===== config.mk =====
export PLATFORM = sky130hd
export DESIGN_NAME = duck_motion
export DESIGN_NICKNAME = d
export VERILOG_FILES = /design/src/rtl/duck_pkg.sv /design/src/rtl/frame_tick.sv /design/src/rtl/duck_motion.sv
export SDC_FILE = /design/constraint.sdc
export NUM_CORES = 1
export LEC_CHECK = 0
export BUFFER_PORTS_ARGS = -buffer_cell sky130_fd_sc_hd__buf_2
export CELL_PAD_IN_SITES_DETAIL_PLACEMENT = 0
export CELL_PAD_IN_SITES_GLOBAL_PLACEMENT = 1
export CORE_MARGIN = 5
export CORE_UTILIZATION = 45
export DETAILED_ROUTE_END_ITERATION = 7
export GPL_ROUTABILITY_DRIVEN = 0
export PLACE_DENSITY_LB_ADDON = 0.25
export SLEW_MARGIN = 30
export SYNTH_ARGS = -nofsm -noshare
export SYNTH_HDL_FRONTEND = slang
export SYNTH_SLANG_ARGS = --single-unit
export TNS_END_PERCENT = 20

===== constraint.sdc =====
create_clock -name Clk -period 4.7 [get_ports Clk]
set_clock_uncertainty 0.15 [all_clocks]
set_input_delay 0 -clock Clk [delete_from_list [all_inputs] [get_ports Clk]]
set_output_delay 0 -clock Clk [all_outputs]
set_load 0.01 [all_outputs]

===== src/rtl/duck_pkg.sv =====
// duck_pkg: shared states, screen/sprite constants and box helper for the duck controller
package duck_pkg;

    typedef enum logic [2:0] {
        IDLE   = 3'd0,
        FLY    = 3'd1,
        HIT    = 3'd2,
        FALL   = 3'd3,
        ESCAPE = 3'd4,
        DONE   = 3'd5
    } duck_state_t;

    localparam int SPRITE_W = 64;
    localparam int SCREEN_W = 640;
    localparam int X_MAX    = SCREEN_W - SPRITE_W;

    localparam logic [1:0] FRAME_HIT  = 2'd2;
    localparam logic [1:0] FRAME_FALL = 2'd3;

    // True when v lies in [base, base + SPRITE_W - 1]; the upper bound is widened so it never wraps
    function automatic logic in_span(input logic [9:0] base, input logic [9:0] v);
        return (v >= base) && ({1'b0, v} <= ({1'b0, base} + 11'(SPRITE_W - 1)));
    endfunction

endpackage


===== src/rtl/frame_tick.sv =====
// frame_tick: synchronizes the vsync-rate frame clock and emits a one-cycle tick per rising edge
module frame_tick (
    input  logic i_clk,
    input  logic i_rst,
    input  logic i_frame_clk,
    output logic o_tick
);

    logic [1:0] r_sync;
    logic       r_prev;
    logic       r_tick;

    // Two-flop synchronizer followed by a registered rising-edge detector
    always_ff @(posedge i_clk or posedge i_rst) begin
        if (i_rst) begin
            r_sync <= '0;
            r_prev <= 1'b0;
            r_tick <= 1'b0;
        end else begin
            r_sync <= {r_sync[0], i_frame_clk};
            r_prev <= r_sync[1];
            r_tick <= r_sync[1] & ~r_prev;
        end
    end

    assign o_tick = r_tick;

endmodule


===== src/rtl/duck_motion.sv =====
// duck_motion: per-duck position, life-cycle FSM, hit/escape events and sprite pixel lookup
module duck_motion
    import duck_pkg::*;
#(
    parameter int SPEED      = 2,
    parameter int FALL_SPEED = 4,
    parameter int FLY_FRAMES = 600,
    parameter int HIT_FRAMES = 30,
    parameter int GRASS_Y    = 400
) (
    input  logic        Clk,
    input  logic        Reset,
    input  logic        frame_clk,
    input  logic        start,
    input  logic [9:0]  start_x,
    input  logic        shot,
    input  logic [9:0]  cursor_x,
    input  logic [9:0]  cursor_y,
    input  logic [9:0]  DrawX,
    input  logic [9:0]  DrawY,
    output logic        is_duck,
    output logic [15:0] duck_addr,
    output logic        duck_hit,
    output logic        duck_escaped,
    output logic [2:0]  duck_state
);

    localparam int FLOOR_Y = GRASS_Y - SPRITE_W;
    localparam int FW      = $clog2(FLY_FRAMES + 1);
    localparam int HW      = $clog2(HIT_FRAMES + 1);

    localparam logic [10:0] L_SPEED = 11'(SPEED);
    localparam logic [10:0] L_FALL  = 11'(FALL_SPEED);
    localparam logic [10:0] L_FLOOR = 11'(FLOOR_Y);
    localparam logic [10:0] L_XMAX  = 11'(X_MAX);
    localparam logic [9:0]  S_SPEED = 10'(SPEED);
    localparam logic [9:0]  S_FLOOR = 10'(FLOOR_Y);
    localparam logic [9:0]  S_XMAX  = 10'(X_MAX);

    logic          w_tick;
    duck_state_t   r_state, w_state;
    logic [9:0]    r_x, r_y, w_x, w_y;
    logic          r_dxn, r_dyn, w_dxn, w_dyn;
    logic [FW-1:0] r_fly, w_fly;
    logic [HW-1:0] r_hc, w_hc;
    logic [2:0]    r_acnt, w_acnt;
    logic          r_anim, w_anim;
    logic          r_hit, w_hit, r_esc, w_esc;
    logic [10:0]   w_xs, w_ys, w_fall;
    logic          w_x_lo, w_x_hi, w_y_lo, w_y_hi;
    logic          w_shot_hit, w_active;
    logic [1:0]    w_frame;
    logic [5:0]    w_dx, w_dy;

    frame_tick u_tick (
        .i_clk       (Clk),
        .i_rst       (Reset),
        .i_frame_clk (frame_clk),
        .o_tick      (w_tick)
    );

    // Candidate flight step in 11 bits so edge checks happen before any wrap
    assign w_xs   = r_dxn ? {1'b0, r_x} - L_SPEED : {1'b0, r_x} + L_SPEED;
    assign w_ys   = r_dyn ? {1'b0, r_y} - L_SPEED : {1'b0, r_y} + L_SPEED;
    assign w_x_lo = r_dxn && ({1'b0, r_x} < L_SPEED);
    assign w_x_hi = !r_dxn && (w_xs > L_XMAX);
    assign w_y_lo = r_dyn && ({1'b0, r_y} < L_SPEED);
    assign w_y_hi = !r_dyn && (w_ys > L_FLOOR);
    assign w_fall = {1'b0, r_y} + L_FALL;

    assign w_shot_hit = shot && in_span(r_x, cursor_x) && in_span(r_y, cursor_y);

    // Next-state and next-datapath logic; a hit in FLY takes priority over a same-cycle tick
    always_comb begin
        w_state = r_state;
        w_x     = r_x;
        w_y     = r_y;
        w_dxn   = r_dxn;
        w_dyn   = r_dyn;
        w_fly   = r_fly;
        w_hc    = r_hc;
        w_acnt  = r_acnt;
        w_anim  = r_anim;
        w_hit   = 1'b0;
        w_esc   = 1'b0;
        case (r_state)
            IDLE, DONE: begin
                if (start) begin
                    w_state = FLY;
                    w_x     = (start_x > S_XMAX) ? S_XMAX : start_x;
                    w_y     = S_FLOOR;
                    w_dxn   = 1'b0;
                    w_dyn   = 1'b1;
                    w_fly   = '0;
                end
            end
            FLY: begin
                if (w_shot_hit) begin
                    w_state = HIT;
                    w_hit   = 1'b1;
                    w_hc    = '0;
                end else if (w_tick) begin
                    w_x    = w_x_lo ? '0 : w_x_hi ? S_XMAX : w_xs[9:0];
                    w_dxn  = (w_x_lo || w_x_hi) ? ~r_dxn : r_dxn;
                    w_y    = w_y_lo ? '0 : w_y_hi ? S_FLOOR : w_ys[9:0];
                    w_dyn  = (w_y_lo || w_y_hi) ? ~r_dyn : r_dyn;
                    w_acnt = r_acnt + 3'd1;
                    w_anim = (r_acnt == 3'd7) ? ~r_anim : r_anim;
                    w_fly  = r_fly + FW'(1);
                    if (r_fly == FW'(FLY_FRAMES - 1))
                        w_state = ESCAPE;
                end
            end
            HIT: begin
                if (w_tick) begin
                    if (r_hc == HW'(HIT_FRAMES - 1))
                        w_state = FALL;
                    else
                        w_hc = r_hc + HW'(1);
                end
            end
            FALL: begin
                if (w_tick) begin
                    w_y = (w_fall >= L_FLOOR) ? S_FLOOR : w_fall[9:0];
                    if (w_fall >= L_FLOOR)
                        w_state = DONE;
                end
            end
            ESCAPE: begin
                if (w_tick) begin
                    w_acnt = r_acnt + 3'd1;
                    w_anim = (r_acnt == 3'd7) ? ~r_anim : r_anim;
                    if ({1'b0, r_y} < L_SPEED) begin
                        w_y     = '0;
                        w_state = DONE;
                        w_esc   = 1'b1;
                    end else begin
                        w_y = r_y - S_SPEED;
                    end
                end
            end
            default: w_state = IDLE;
        endcase
    end

    // State and datapath registers; reset drops any pending event pulse
    always_ff @(posedge Clk or posedge Reset) begin
        if (Reset) begin
            r_state <= IDLE;
            r_x     <= '0;
            r_y     <= S_FLOOR;
            r_dxn   <= 1'b0;
            r_dyn   <= 1'b1;
            r_fly   <= '0;
            r_hc    <= '0;
            r_acnt  <= '0;
            r_anim  <= 1'b0;
            r_hit   <= 1'b0;
            r_esc   <= 1'b0;
        end else begin
            r_state <= w_state;
            r_x     <= w_x;
            r_y     <= w_y;
            r_dxn   <= w_dxn;
            r_dyn   <= w_dyn;
            r_fly   <= w_fly;
            r_hc    <= w_hc;
            r_acnt  <= w_acnt;
            r_anim  <= w_anim;
            r_hit   <= w_hit;
            r_esc   <= w_esc;
        end
    end

    assign w_active = (r_state == FLY) || (r_state == HIT) || (r_state == FALL) || (r_state == ESCAPE);
    assign w_frame  = (r_state == HIT) ? FRAME_HIT : (r_state == FALL) ? FRAME_FALL : {1'b0, r_anim};
    assign w_dx     = DrawX[5:0] - r_x[5:0];
    assign w_dy     = DrawY[5:0] - r_y[5:0];

    assign is_duck      = w_active && in_span(r_x, DrawX) && in_span(r_y, DrawY);
    assign duck_addr    = is_duck ? {4'b0000, w_frame, w_dy, w_dx} : 16'h0000;
    assign duck_hit     = r_hit;
    assign duck_escaped = r_esc;
    assign duck_state   = r_state;

endmodule


==> summary.md, run 1 <==
The flow ran to the end, and the final reports show no timing, DRC or antenna violations. The mean cell area of the mapped netlist came out at 8.49 µm². For the worst-skew pair, the clock arrives at the later sink with an insertion delay of 300 ps.

The fmax is 0.228 GHz, and the routed wire length per instance is 17.5 µm. The first detailed-routing pass ran for 5 iterations. 77 I/O pins were placed.

After detailed routing, the total wire length is 17400 µm. The final layout contains 970 nets. The netlist uses 76 different library cells. In the global route stage, met3 resource usage came out at 3.08%. The routed layout has 5998 vias. The detailed router's first-iteration violation count came out at 506. The tools report the start point of the worst min-delay path as start_x[6]. After routing, the total negative slack on setup checks comes to 0 ps. Of all flip-flops after synthesis, the portion carrying an async set or reset was 100%.

The portion of synthesized area spent on multiplexers is 2.91%. For the number of setup violations in the final report, the log shows 0. The finished cells cover 7100 µm².

The tool flagged a number of max-cap violations equal to 0. In the global route stage, met1 resource usage came out at 29.1%. For this run, the register share of the synthesized area comes to 19.6%. In the final layout, the share of cells above drive strength 1 is 14.9%.

The number of enable flip-flop cells after synthesis came out at 0. The hold violation total from the final report was 0; the post-CTS clock slew at the launch and capture registers of the worst setup and hold paths was 70 ps. The min-delay analysis places its worst path in the category input port to flip-flop. Summed over all nets, the half-perimeter wirelength after detailed placement is 13900 µm. Of all nets on the critical path, the largest fanout is 8.

The number of cells on the worst reg-to-reg path is 14. The run gives 0 as the initial antenna violation count. The data required time of the worst path was 4730 ps; the vias per cell was 6.02.

For the number of H-tree branching levels, the log shows 2. The tree built by TritonCTS fans out to 49 sinks. The logs give 0 for the DRC violations left and 41.8% for the tightest slew margin relative to the limit.

Yosys instantiated no cell more often than sky130_fd_sc_hd__ha_1. The tools report the kind of start point of the critical path as a flip-flop. The tools report the number of setup buffers added after CTS as 0.

The number of antenna diodes in the final layout is 0. The global-route wire length before repair is 29700 µm, and the post-synthesis compound-gate area fraction is 25.5%. The die is 128 µm tall. In the post-synthesis netlist, the biggest area contributors are sky130_fd_sc_hd__ha_1 19%, sky130_fd_sc_hd__dfrtp_1 18%, sky130_fd_sc_hd__xnor2_1 4.2%.

The critical path starts at r_y[2]. For the worst setup path, the data arrival time is 4410 ps. Summing the areas of all xor and xnor instances in the mapped netlist gives 6.30% of the synthesized area. The filler cells instantiated in the layout total 1398. IR analysis of the VDD net gives a maximum drop of 0.464 mV.

The worst register-to-register path begins at r_y[2]. The row count is 43. The category of the critical setup timing path is flip-flop to flip-flop. The most utilized layer in the global route result was met2.

The core area was 13800 µm². The time the worst path needs with I/O delays and setup is 4380 ps, and the overall track demand over capacity in global routing is 21.7%. Count of input and output buffers: 74. By count the netlist is led by 96 x sky130_fd_sc_hd__ha_1, 50 x sky130_fd_sc_hd__nor2_1, 49 x sky130_fd_sc_hd__a21oi_1. The initial utilization of the core area, before any placement, comes to 45.6%. Synthesis inferred 49 register bits. For the total count of max-transition violations in the final report, the log shows 0. Counting the buffers created by CTS gives 5. The power density over the cells came out at 718 nW/µm². TritonCTS built the clock tree.

For this run, the leading register cell type out of synthesis is sky130_fd_sc_hd__dfrtp_1. After synthesis the cells add up to 6280 µm². From synthesis to final layout, the design area changed by 13.0%. The worst path uses 93.3% of the clock period. The cell count after synthesis came out at 740.

The die is 128 µm wide. The number of global-route vias before repair came out at 6000. After global routing the overflow that remains totals 0. The library cell occupying the most area in the post-synthesis netlist was sky130_fd_sc_hd__ha_1.

The die area is 16400 µm², and the simple-gate share of the synthesized area is 20.7%. The run gives 3.18 nW as the static power due to leakage. In the global route stage, met2 resource usage came out at 36.8%. The worst hold path passes through 4 cells.

In this run the remaining antenna-violating nets after routing total 0. Yosys printed 0 warnings. For the pin with the worst max-slew slack, the measured transition is 868 ps. Summing all placed instances gives a cell area of 6810 µm². The worst setup path is captured at a flip-flop. By area, the combinational part of the netlist is dominated by compound AO/OA/AOI/OAI gates. The fraction of synthesized cell area taken by the top area cell type is 19.1%, and the maximum number of pins on one net before global-route repair is 50. Clock root buffer: sky130_fd_sc_hd__clkbuf_16. The longest clock path from root to sink contains 2 buffers.

The adder-cell share of the synthesized area is 20.1%. Setup repair after global routing left no endpoint under its margin.
-- sequential cells by signal, summed over array words and instances (netlist names), 2 cells and up --
register	flops
r_hc	5
r_x	10
r_y	9
u_tick.r_sync	2
r_fly	10
r_acnt	3
duck_state	3
-- cells by family (layout without fill, tap and decap cells) --
kind of cell / after synthesis / after routing
and+or+nand+nor: 238 / 238
AOI/OAI and AO/OA: 227 / 227
adders and majority gates: 99 / 99
buffers and inverters: 67 / 143
DFF: 49 / 49
xor gates and xnor gates: 42 / 42
muxes: 16 / 16
other: 2 / 3
-- per-layer routing --
metal / vias to the layer above / wire, µm
li1: 2964 / -
met1: 2869 / 8040
met2: 143 / 8410
met3: 22 / 694
met4: 0 / 275
met5: - / 0
-- area by class of cell --
type	count	area, µm²	share of cell area, %
tap	180	225	3.17
multi-input combinational	625	4750	66.9
clock inverter	2	38.8	0.546
inverter	37	139	1.96
sequential	49	1230	17.4
timing repair buffer	98	582	8.20
clock buffer	6	129	1.82
-- critical path, cell delays in order (launching register included) --
cell                        delay, ps
sky130_fd_sc_hd__dfrtp_2          470
sky130_fd_sc_hd__inv_1            190
sky130_fd_sc_hd__ha_1             170
sky130_fd_sc_hd__a21boi_1         190
sky130_fd_sc_hd__nand2_1          170
sky130_fd_sc_hd__and3_1           240
sky130_fd_sc_hd__xnor2_1          240
sky130_fd_sc_hd__ha_1             310
sky130_fd_sc_hd__a21o_1           160
sky130_fd_sc_hd__a2111oi_1        370
sky130_fd_sc_hd__a211oi_1         150
sky130_fd_sc_hd__a2111o_1         450
sky130_fd_sc_hd__a2111o_1         480
sky130_fd_sc_hd__and2_4           220
sky130_fd_sc_hd__mux2_4           300
-- path summary, 6_finish.rpt --
| path | to | slack (ps) |
|---|---|---|
| min | r_x[6] | 60 |
| max reg2reg | r_y[2] | 320 |
| max | r_y[2] | 320 |
| min in group asynchronous | u_tick.r_sync[0] | 270 |
| min reg2reg | u_tick.r_sync[1] | 200 |
| max in group asynchronous | r_y[2] | 3660 |
-- metrics by stage --
| step | instances | power, mW | hold WS, ps | setup slack (ps) | util, % |
|---|---|---|---|---|---|
| global placement | 978 | 4.55 | -39.8 | 363 | 49.5 |
| global route | 997 | 5.63 | 133 | 30.9 | 51.5 |
| finish | 997 | 5.10 | 57.5 | 317 | 51.5 |
| CTS | 997 | 5.09 | 60.3 | 201 | 51.5 |
| floorplan | 741 | 3.71 | -119 | 406 | - |
| detailed placement | 978 | 4.64 | -37.8 | 200 | 49.5 |
-- power breakdown --
group	internal, mW	switching, mW
clock network	0.253	0.169
logic	1.64	2.11
registers	0.601	0.328
-- what timing repair did --
action	CTS	global route
hold endpoints to repair	55	0
resized for setup	0	3
setup endpoints to repair	0	20
hold buffers	11	0
-- cells in the final DEF, fill, tap and decap left out, drive strengths merged, types with 7 or more instances in the layout --
master       count
nor3b            7
ha              96
a31oi            9
a21o            17
nor3            19
xnor2           30
dfrtp           45
dlygate4sd3     11
and3             8
o211ai           7
or4             11
o22ai            8
xor2            10
buf             87
a22oi            7
o31ai           18
nand2           44
o21ai           35
inv             37
nor2            50
mux2             9
mux2i            7
nand2b          11
o21a             7
nand3           29
a211oi          12
nand4           15
nor2b           12
a21oi           49
No activity file was read; power rests on OpenSTA's default activity.
==> run 2: changes to the inputs <==
- PLACE_DENSITY: unset -> 0.81
- PLACE_DENSITY_LB_ADDON: 0.25 -> unset
==> run 2 against run 1 <==
Compared with the run above: worst setup slack worse by 43 ps; global-route usage is 1.5 points lower; critical endpoint unchanged; critical path depth stayed put; sequential power hardly changed; combinational power is 2% lower.
==> summary.md, run 2 (synthesis results as in run 1) <==
Traced cell by cell, the critical path runs through inv_1, ha_1, a21boi_1, nand2_2, and3_1, xnor2_1, ha_1, a21o_1, a2111oi_0, a211oi_1, a2111o_1, a2111o_1, and2_4, mux2_4. The logs give 0 for the total count of max-transition violations in the final report and 967 for the number of nets in the layout. The number of fill cells was 1337. The worst setup path is launched from a flip-flop.

The tools report the post-route antenna net violation count as 0. The initial utilization of the core area, before any placement, comes to 45.6%. Worst path buffer plus inverter count: 1. Category of cells accounting for the largest share of critical-path delay: compound AO/OA/AOI/OAI gates. In the final routed layout, each cell accounts on average for 16.9 µm. The number of H-tree branching levels is 2.

For the finished layout, the period the worst path requires is 4430 ps. The overall die width is 128 µm. The largest registers in the layout are r_fly (10), r_x (10), r_y (9). The most critical setup path has its startpoint at r_y[2]. The vias per cell works out to 5.99. The total of max-cap violations was 0.

STA classifies the critical path endpoint as a flip-flop. IR analysis of the VDD net gives a maximum drop of 0.403 mV. By startpoint and endpoint, the worst setup path is classified as flip-flop to flip-flop. Setup violations remaining at the end of the flow were counted as 0. The post-CTS clock slew at the launch and capture registers of the worst setup and hold paths is 70 ps. The peak fanout along the critical path was 8; the die extent in y was 128 µm. Relative to the synthesized area, the layout overhead comes to 12.4%. The run gives 50 as the maximum number of pins on one net before global-route repair. TritonCTS built the clock tree.

The clock root buffer was sky130_fd_sc_hd__clkbuf_16. The total overflow left after global routing is 0. The data required time of the worst path came out at 4730 ps. In this run the standard cell core region covers 13800 µm².

Of the available clock period, the critical path in the final layout requires 94.2%. The number of global-route vias before repair is 5595. For the TritonCTS buffer count, the log shows 5. Cell at the slowest stage of the critical path: sky130_fd_sc_hd__a2111o_1. The share of post-route cells with drive strength above 1 came out at 14.7%. For this run, the slowest stage of the critical path takes 480 ps.

Data arrival at the endpoint of the critical path: 4460 ps. The library cell used most frequently in the layout, excluding fill and tap cells, is sky130_fd_sc_hd__ha_1. 0 antenna diodes ended up in the layout. The initialized floorplan defines 43 standard-cell rows. The run finished with clean final reports. After detailed routing, the total wire length is 16800 µm.

Overall power consumption after layout is estimated at 4.99 mW. The count of clock tree sinks is 49. The detailed router's first-iteration violation count was 398.

The initial antenna violation count is 0. The tools report the area used by sequential logic in the layout as 1230 µm². The worst pin sits at a relative slew slack of 48.4%. The area of the multi-input gates was 4750 µm². For the global-route wire length before repair, the log shows 27600 µm.

Actual slew at the worst max-slew pin: 769 ps. Setup repair after global routing left no endpoint under its margin. The run gives 0 as the hold violation total from the final report.

For this run, design rule violations remaining after detail routing come to 0. The setup TNS after final layout is 0 ps, and the via count of the routed design is 5952. Leaving out fill and tap cells, the most frequent cells in the layout are 96 x sky130_fd_sc_hd__ha_1, 74 x sky130_fd_sc_hd__buf_2, 50 x sky130_fd_sc_hd__nor2_1, 49 x sky130_fd_sc_hd__a21oi_1, 44 x sky130_fd_sc_hd__dfrtp_1.

The tools report the die area as 16400 µm². Once detailed placement completed, the half-perimeter wirelength came to 13400 µm. Clock latency on the worst-skew pair, taken at its later pin, is 300 ps. Leaving out filler cells and counting taps, the final layout contains 994. Summed over all cells, the static leakage comes to 3.15 nW.

Cell count after placement: 975. Counting along the longest clock path gives a buffer depth of 2. The power density over the cells is 708 nW/µm². In this run the tool buffered the top-level ports with 74 buffer cells.

For the fmax, the log shows 0.226 GHz. The logs give 20.2% for the overall track demand over capacity in global routing and 5 for the length of the first detailed-routing pass in iterations. The I/O pin count came out at 77. The worst hold path begins at start_x[6]. Launching point of the worst reg2reg path: r_y[2]. The tightest min-delay check is of the input port to flip-flop type.
run 2: changes by cell type in the layout (fill, tap and decap cells not counted), sizes merged:
cell	before	now
clkinvlp	0	2
clkinv	1	0
bufinv	1	0
buf	87	84
run 2: final cells by class:
cell class                 instances  area share, %
tap                              180           3.19
sequential                        49           17.5
timing repair buffer              95           7.93
multi-input combinational        625           67.4
clock buffer                       6           1.83
inverter                          37           2.00
clock inverter                     2          0.213
run 2: timing repair:
action,CTS,global route
hold buffers,11,0
setup endpoints to repair,0,19
hold endpoints to repair,55,0
buffers inserted,0,0
resized for setup,0,3
run 2: report_power, final:
part           internal, mW  switching (mW)  total (mW)
combinational          1.63            2.06        3.69
clock                 0.198           0.170       0.368
sequential            0.600           0.331       0.931
total                  2.43            2.57        4.99
run 2: worst reg2reg max path: stages (launching register included):
cell and delay, ps:
sky130_fd_sc_hd__dfrtp_2 470, sky130_fd_sc_hd__inv_1 200, sky130_fd_sc_hd__ha_1 170, sky130_fd_sc_hd__a21boi_1 240
sky130_fd_sc_hd__nand2_2 140, sky130_fd_sc_hd__and3_1 220, sky130_fd_sc_hd__xnor2_1 220, sky130_fd_sc_hd__ha_1 310
sky130_fd_sc_hd__a21o_1 170, sky130_fd_sc_hd__a2111oi_0 420, sky130_fd_sc_hd__a211oi_1 140, sky130_fd_sc_hd__a2111o_1 460
sky130_fd_sc_hd__a2111o_1 480, sky130_fd_sc_hd__and2_4 220, sky130_fd_sc_hd__mux2_4 300
run 2: path summary, 6_finish.rpt:
| path | endpoint | slack [ps] | depth (start not counted) |
|---|---|---|---|
| max | r_y[2] | 270 | 14 |
| max reg2reg | r_y[2] | 270 | 14 |
| max in group asynchronous | r_y[2] | 3760 | 3 |
| min reg2reg | u_tick.r_sync[1] | 200 | 0 |
| min in group asynchronous | u_tick.r_sync[0] | 190 | 3 |
| min | r_x[6] | 40 | 4 |
run 2: routing by layer:
metal / wire [µm] / part of all wire, % / GRT usage (%)
met2: 7880 / 47 / 33.4
met4: 489 / 2.9 / 7.68
met1: 7800 / 46 / 26.9
met3: 602 / 3.6 / 2.46
met5: 0 / 0 / 0
run 2: per-stage QoR:
step / hold WS [ps] / worst slack (ps) / instance area [µm²] / util, %
after floorplan: -119 / 406 / 6280 / -
after global routing: 61.3 / 47.0 / 7060 / 51.2
after CTS: 42.1 / 189 / 7050 / 51.2
final: 35.1 / 274 / 7060 / 51.2
after detailed placement: -37.8 / 205 / 6790 / 49.3
after global placement: -41.9 / 379 / 6790 / 49.3
